$ cat src/rtl/down_timer_pkg.sv
// Shared types and constants for the loadable down-counting timer.
package down_timer_pkg;

    typedef enum logic [1:0] {
        IDLE = 2'd0,
        RUN  = 2'd1,
        DONE = 2'd2
    } timer_state_t;

    localparam logic MODE_ONESHOT = 1'b0;
    localparam logic MODE_AUTO    = 1'b1;

endpackage

$ cat src/rtl/down_count_core.sv
// WIDTH-bit count register with clear, load and decrement, plus an is_one flag
// that lets the controller see the terminal step one cycle ahead.
module down_count_core
    import down_timer_pkg::*;
#(
    parameter int WIDTH = 4
) (
    input  logic             clk,
    input  logic             rst,
    input  logic             clr,
    input  logic             load,
    input  logic             dec,
    input  logic [WIDTH-1:0] load_value,
    output logic [WIDTH-1:0] count,
    output logic             is_one
);

    localparam logic [WIDTH-1:0] ZERO_C = {WIDTH{1'b0}};
    localparam logic [WIDTH-1:0] ONE_C  = {{(WIDTH-1){1'b0}}, 1'b1};

    logic [WIDTH-1:0] count_r;

    // Count register: clear beats load beats decrement; never steps below zero.
    always_ff @(posedge clk or negedge rst) begin
        if (!rst) begin
            count_r <= ZERO_C;
        end else if (clr) begin
            count_r <= ZERO_C;
        end else if (load) begin
            count_r <= load_value;
        end else if (dec && (count_r != ZERO_C)) begin
            count_r <= count_r - ONE_C;
        end else begin
            count_r <= count_r;
        end
    end

    assign count  = count_r;
    assign is_one = (count_r == ONE_C);

endmodule

$ cat src/rtl/down_count_timer.sv
// Loadable down-counting timer with one-shot and auto-reload modes,
// a valid/ready load handshake and a registered terminal-count pulse.
module down_count_timer
    import down_timer_pkg::*;
#(
    parameter int WIDTH = 4
) (
    input  logic             clk,
    input  logic             rst,
    input  logic             load_valid,
    output logic             load_ready,
    input  logic [WIDTH-1:0] load_value,
    input  logic             load_auto,
    input  logic             en,
    input  logic             abort,
    output logic [WIDTH-1:0] count,
    output logic             busy,
    output logic             tc
);

    localparam logic [WIDTH-1:0] ZERO_C = {WIDTH{1'b0}};

    timer_state_t     state_r;
    timer_state_t     state_next_s;
    logic [WIDTH-1:0] reload_r;
    logic             auto_r;
    logic             tc_r;
    logic             busy_r;
    logic             load_ready_r;

    logic             load_acc_s;
    logic             core_clr_s;
    logic             core_load_s;
    logic             core_dec_s;
    logic [WIDTH-1:0] core_value_s;
    logic             tc_next_s;
    logic             is_one_s;
    logic [WIDTH-1:0] count_s;

    // abort wins over a simultaneous load, so it also masks the accept.
    assign load_acc_s = load_valid && load_ready_r && !abort;

    down_count_core #(
        .WIDTH (WIDTH)
    ) u_core (
        .clk        (clk),
        .rst        (rst),
        .clr        (core_clr_s),
        .load       (core_load_s),
        .dec        (core_dec_s),
        .load_value (core_value_s),
        .count      (count_s),
        .is_one     (is_one_s)
    );

    // State register.
    always_ff @(posedge clk or negedge rst) begin
        if (!rst) begin
            state_r <= IDLE;
        end else begin
            state_r <= state_next_s;
        end
    end

    // Next-state logic: abort > load accept > enabled countdown.
    always_comb begin
        state_next_s = state_r;
        if (abort) begin
            state_next_s = IDLE;
        end else if (load_acc_s) begin
            state_next_s = (load_value == ZERO_C) ? DONE : RUN;
        end else begin
            case (state_r)
                RUN: begin
                    if (en && is_one_s && (auto_r != MODE_AUTO)) begin
                        state_next_s = DONE;
                    end else begin
                        state_next_s = RUN;
                    end
                end
                IDLE:    state_next_s = IDLE;
                DONE:    state_next_s = DONE;
                default: state_next_s = IDLE;
            endcase
        end
    end

    // Output/datapath control: what the core does and whether tc fires next cycle.
    always_comb begin
        core_clr_s   = 1'b0;
        core_load_s  = 1'b0;
        core_dec_s   = 1'b0;
        core_value_s = load_value;
        tc_next_s    = 1'b0;
        if (abort) begin
            core_clr_s = 1'b1;
        end else if (load_acc_s) begin
            core_load_s = 1'b1;
            tc_next_s   = (load_value == ZERO_C);
        end else if ((state_r == RUN) && en) begin
            if (is_one_s) begin
                tc_next_s = 1'b1;
                if (auto_r == MODE_AUTO) begin
                    core_load_s  = 1'b1;
                    core_value_s = reload_r;
                end else begin
                    core_dec_s = 1'b1;
                end
            end else begin
                core_dec_s = 1'b1;
            end
        end else begin
            core_dec_s = 1'b0;
        end
    end

    // Reload value and mode are captured only on an accepted load.
    always_ff @(posedge clk or negedge rst) begin
        if (!rst) begin
            reload_r <= ZERO_C;
            auto_r   <= MODE_ONESHOT;
        end else if (load_acc_s) begin
            reload_r <= load_value;
            auto_r   <= load_auto;
        end else begin
            reload_r <= reload_r;
            auto_r   <= auto_r;
        end
    end

    // Registered status outputs, decoded from the next state so they align with it.
    always_ff @(posedge clk or negedge rst) begin
        if (!rst) begin
            tc_r         <= 1'b0;
            busy_r       <= 1'b0;
            load_ready_r <= 1'b1;
        end else begin
            tc_r         <= tc_next_s;
            busy_r       <= (state_next_s == RUN);
            load_ready_r <= (state_next_s != RUN);
        end
    end

    assign count      = count_s;
    assign tc         = tc_r;
    assign busy       = busy_r;
    assign load_ready = load_ready_r;

endmodule

$ cat config.mk
export PLATFORM = sky130hd
export DESIGN_NAME = down_count_timer
export DESIGN_NICKNAME = d
export VERILOG_FILES = /design/src/rtl/down_timer_pkg.sv /design/src/rtl/down_count_core.sv /design/src/rtl/down_count_timer.sv
export SDC_FILE = /design/constraint.sdc
export NUM_CORES = 1
export LEC_CHECK = 0
export ABC_AREA = 1
export ABC_CLOCK_PERIOD_IN_PS = 3000
export CAP_MARGIN = 20
export CORE_MARGIN = 2
export CORE_UTILIZATION = 53
export DETAILED_ROUTE_END_ITERATION = 8
export PLACE_DENSITY = 0.8
export SYNTH_ARGS = -nofsm -noshare
export SYNTH_HDL_FRONTEND = slang
export SYNTH_SLANG_ARGS = --single-unit
$ cat constraint.sdc
create_clock -name clk -period 3 [get_ports clk]
set_input_delay 0.45 -clock clk [delete_from_list [all_inputs] [get_ports clk]]
set_output_delay 0.45 -clock clk [all_outputs]
set_load 0.01 [all_outputs]
## After elaboration in Yosys (flattened, before gate mapping)

Cells that the tools add are included.

- Register bits after elaboration: 14
- Word-level logic and storage cells: 52
- Bits of input ports: 10
- Output and inout bits: 7

- Multiplexer cells: 28
- Reduce and logical (&&, ||, !) cells: 10
- Equal/unequal tests: 5
- Bitwise logic cells: 1
- Add/sub/neg operators: 1

Operators with widths:

| operator | count |
|---|---|
| 4-bit 2-to-1 mux | 8 |
| 1-bit 2-to-1 mux | 15 |
| 2-bit 2-to-1 mux | 4 |
| 1-bit logical AND | 6 |
| 2-bit by 1-bit equality test with 1-bit output, second input constant | 2 |
| 4-bit by 1-bit equality test with 1-bit output, second input constant | 1 |
| 4-bit logical NOT | 1 |
| 2-bit case mux with 2 select lines | 1 |
| 4-bit nonzero test | 1 |
| 4-bit by 1-bit subtractor with 4-bit output, second input constant | 1 |
| 3-bit nonzero test | 1 |
| 2-bit equality test, second input constant | 1 |
| 2-bit by 1-bit != test with 1-bit output, second input constant | 1 |
| 1-bit logical NOT | 1 |
| 1-bit NOT | 1 |

## Logic depth before layout (Yosys ltp)

- Word-level depth: 9
- Depth in mapped cells: 12
- Mapped depth without buffers: 12

## Hierarchy

A second synthesis with hierarchy kept.

- Cells, all modules: 117
- Area total of the unflattened synthesis: 910.9 um^2

By module, submodules not included:

| module | sequential area each (um^2) | times used | area each (um^2) | cells an instance |
|---|---|---|---|---|
| down_count_timer | 251.5 | 1 | 593.1 | 73 |
| down_count_core | 100.1 | 1 | 317.8 | 44 |

## Least setup slack after synthesis

No wires, ideal clock.

- Path kind: register -> register
- From: register u_core.count_r[1] (netlist: u_core.count[1])
- To: register u_core.count_r[0] (netlist: u_core.count[0])
- Path buffers: 0
- Data arrival time: 1.276 ns
- Required time: 2.887 ns
- Path slack: 1.612 ns
- Setup time: 0.113 ns
- Cell stages (with the launch flop): 11
- Cell sequence: dfrtp_1 > inv_1 > ha_1 > nand4_1 > nand2_1 > nor2_1 > nand2_1 > inv_1 > nand2_1 > nand2_1 > inv_1

- Longest elaborated chain between the ends: 7
- Elaborated cells on any way between the ends: 18
- Classes of those cells: 1 x eq/ne; 14 x mux; 3 x reduce/logical

Ends and longest elaborated chain:

| what | RTL line | source |
|---|---|---|
| start: declaration | down_count_core.sv:21 | `logic [WIDTH-1:0] count_r;` |
| start signal: assignment | down_count_core.sv:30 | `count_r <= load_value;` |
| start signal: assignment | down_count_core.sv:32 | `count_r <= count_r - ONE_C;` |
| start signal: assignment | down_count_core.sv:34 | `count_r <= count_r;` |
| 4-bit by 1-bit equality test with 1-bit output | down_count_core.sv:39 | `assign is_one = (count_r == ONE_C);` |
| 4-bit 2-to-1 mux / 1-bit 2-to-1 mux (equally long branches) | down_count_timer.sv:101 | `if (is_one_s) begin` |
| 4-bit 2-to-1 mux / 1-bit 2-to-1 mux (equally long branches) | down_count_timer.sv:100 | `end else if ((state_r == RUN) && en) begin` |
| 4-bit 2-to-1 mux / 1-bit 2-to-1 mux (equally long branches) | down_count_timer.sv:97 | `end else if (load_acc_s) begin` |
| 4-bit 2-to-1 mux / 1-bit 2-to-1 mux (equally long branches) | down_count_timer.sv:95 | `if (abort) begin` |
| 4-bit 2-to-1 mux / 1-bit logical AND (equally long branches) | down_count_core.sv:29, down_count_core.sv:31 |  |
| 4-bit 2-to-1 mux / 3-bit nonzero test (equally long branches) | n/a |  |

Several ways; a longest one is shown, not always the timed one.
A chain may end at the register's enable or synchronous reset.

## Worst setup path after layout

- From: input port abort
- To: register u_core.count_r[2] (netlist: u_core.count[2])

- Longest elaborated chain between the ends: 6
- Elaborated cells on any way between the ends: 13
- Classes of those cells: 9 x mux; 4 x reduce/logical

Ends and longest elaborated chain:

| what | RTL line | source |
|---|---|---|
| start: declaration | down_count_timer.sv:15 | `input logic abort,` |
| 1-bit logical NOT | down_count_timer.sv:41 | `assign load_acc_s = load_valid && load_ready_r && !abort;` |
| 1-bit logical AND | down_count_timer.sv:41 |  |
| 4-bit 2-to-1 mux / 1-bit 2-to-1 mux (equally long branches) | down_count_timer.sv:97 |  |
| 4-bit 2-to-1 mux / 1-bit 2-to-1 mux (equally long branches) | down_count_timer.sv:95 |  |
| 4-bit 2-to-1 mux / 1-bit logical AND (equally long branches) | down_count_core.sv:29, down_count_core.sv:31 |  |
| 4-bit 2-to-1 mux / 3-bit nonzero test (equally long branches) | n/a |  |

Several ways; a longest one is shown, not always the timed one.

==> results.json <==
{
  "status": "finished, final reports clean",
  "start_util_pct": 56.8,
  "diodes": 0,
  "portBuffers": 16,
  "skew_ns": 0.00181,
  "final_cell_mix": "36 x nand2_1, 18 x inv_1, 16 x clkdlybuf4s50_1",
  "cp_num_buf_inv": 2,
  "fillerInstances": 138,
  "cts_root_buf": "clkbuf_4",
  "drtAntennaViolNets": 0,
  "synthToLayoutAreaGrowth_pct": 24.0,
  "syn_nets": 130,
  "place.gp.congestion": 0.840,
  "cts.clk_slew.worst_paths_ns": 0.08,
  "ys_seq_area_share_pct": 41.1,
  "die_w_um": 44.2,
  "max_freq_mhz": 535,
  "num_rows": 14,
  "critPathRequiredTime_ns": 3.18,
  "cp_common_cell": "nand2_1",
  "antenna_found_initial": 0,
  "ios": 17,
  "wire_per_inst_um": 10.9,
  "r2r_cells": 7,
  "syn_area_um2": 856,
  "cp.depth": 7,
  "final_common_cell": "nand2_1",
  "post_cts_buffers": 0,
  "hold_viol": 0,
  "overflow": 0,
  "cp-end-kind": "register",
  "synth_flop_cell": "dfrtp_1",
  "ys_types": 21,
  "grt_pass1_vias": 748,
  "grt_max_degree": 15,
  "p_per_area_nw_per_um2": 492,
  "layout_min_cycle_time_ns": 1.87,
  "fin_nets": 150,
  "cp_cell_sequence": "clkdlybuf4s50_1, nor2_2, inv_2, a21oi_1, nand2_1, nand3_1, nand2_1",
  "die_h_um": 44.2,
  "synth_seq_cells": 14,
  "cts_tree": "done",
  "synth_edf_count": 0,
  "yosysTopAreaCellShare_pct": 38.0,
  "path_class": "in -> reg",
  "cts_max_level": 1,
  "core_um2": 1510,
  "wirelength_mm": 1.63,
  "cp_max_fo": 12,
  "setup_viol": 0,
  "start_kind": "input port",
  "holdBufCountCts": 0,
  "dr.pass1.iters": 4,
  "dp_hpwl_mm": 1.34,
  "yosys.area.top_type": "dfrtp_1",
  "hold_path.class": "reg -> reg",
  "cpPeakStageDelay_ns": 0.50,
  "slew_headroom_pct": 58.3,
  "max-vdd-ir-drop_mv": 0.373,
  "reg2reg_setup_slack_ns": 1.28,
  "num_vias": 731,
  "dp_slack_ns": 0.831,
  "drt_iter0_drc": 21,
  "worst_slew_pin_slew_ns": 0.623,
  "rsz0062_at_grt": "no",
  "routed_via_density": 4.87,
  "cts_resized": 0,
  "finalSetupTns_ns": 0,
  "avgSynthCellArea_um2": 7.44,
  "synthArstFlopShare_pct": 100,
  "p_leak_nw": 0.576,
  "worstHoldPathCells": 2,
  "drcViolationCount": 0,
  "cts.sinks": 14,
  "numCtsBuffers": 3,
  "syn-instance-count": 115,
  "finalWorstSetupSlack_ns": 1.13,
  "worst_skew_pair.late_latency_ns": 0.28,
  "yosys_warnings": 0,
  "path_delay_family": "simple AND/OR/NAND/NOR gates",
  "die_area_um2": 1950,
  "period_share_pct": 62.3,
  "yosys-top-cells-area": "dfrtp_1 38%, nand2_1 16%, inv_1 7.9%, ha_1 7.3%, nor2_1 4.8%",
  "drive_above_1_share_pct": 8.21,
  "clock_path_buffers": 2,
  "seqCellArea_um2": 352,
  "crit_arrival_ns": 2.05,
  "cp_slowest_cell": "clkdlybuf4s50_1",
  "maxCapViolCount": 0,
  "grt_pass1_wl_mm": 3.02,
  "grt_usage_pct": 21.4,
  "slew_violations": 0,
  "multi_input_area_um2": 422
}
==> metrics by stage <==
step / cell area [um^2] / hold slack (ns) / util, % / instances / total power [W]
3_5_place_dp: 1020 / 0.471 / 68.0 / 146 / 0.000393
2_1_floorplan: 856 / 0.154 / - / 115 / 0.000333
5_1_grt: 1060 / 0.505 / 70.4 / 150 / 0.000557
3_3_place_gp: 1020 / 0.471 / 68.0 / 146 / 0.000388
6_report: 1060 / 0.483 / 70.4 / 150 / 0.000522
4_1_cts: 1060 / 0.490 / 70.4 / 150 / 0.000529
==> synthesized netlist by cell type, types with 2 or more instances <==
master   number
nand3_1       8
nor2_1       11
inv_1        18
a21oi_1       4
xnor2_1       2
nor3_1        2
ha_1          5
o21ai_0       4
dfrtp_1      13
nor2_4        2
nand2_1      36
==> worst register-to-register path, cell delays in order (launching register included) <==
cell	delay [ns]
dfstp_2	0.54
nand2_1	0.06
nor2_2	0.40
inv_2	0.15
a21oi_1	0.26
nand2_1	0.09
nand3_1	0.09
nand2_1	0.05
==> power breakdown <==
| group | internal (W) | leakage [nW] | switching (W) |
|---|---|---|---|
| clock | 0.0000739 | 0.0210 | 0.0000615 |
| combinational | 0.0000694 | 0.379 | 0.0000799 |
| sequential | 0.000216 | 0.177 | 0.0000211 |
==> state kept, by name, indices dropped and copies added, names as in the netlist <==
| register | count |
|---|---|
| load_ready | 1 |
| busy | 1 |
| state_r | 2 |
| tc | 1 |
| u_core.count | 4 |
| reload_r | 4 |
| auto_r | 1 |
==> logic make-up after synthesis <==
logic type	after synthesis	share of synthesized area (%)
flops	14	41.1
compound gates	12	8.04
simple gates	62	31.9
xor+xnor	2	2.05
buf+inv	20	9.65
fa+ha+maj	5	7.31
==> routing by layer <==
metal / part of all wire [%] / track usage [%]
met1: 50 / 27.1
met2: 43 / 33.2
met3: 3.2 / 2.86
met4: 3.6 / 15.8
met5: 0 / 0
==> final timing paths <==
path | startpoint | end
worst min register to register | reload_r[3] | reload_r[3]
worst max-delay path | abort | u_core.count[2]
worst max register to register | load_ready | u_core.count[2]
worst min-delay path | reload_r[3] | reload_r[3]
max in group asynchronous | rst | state_r[1]
min in group asynchronous | rst | tc
==> layout make-up <==
class | count | share of cell area (%)
Clock buffer | 4 | 3.42
Inverter | 19 | 6.72
Multi-Input combinational cell | 81 | 39.7
Sequential cell | 14 | 33.1
Tap cell | 16 | 1.89
Timing Repair Buffer | 16 | 15.1
(Power assumes the default switching activity.)
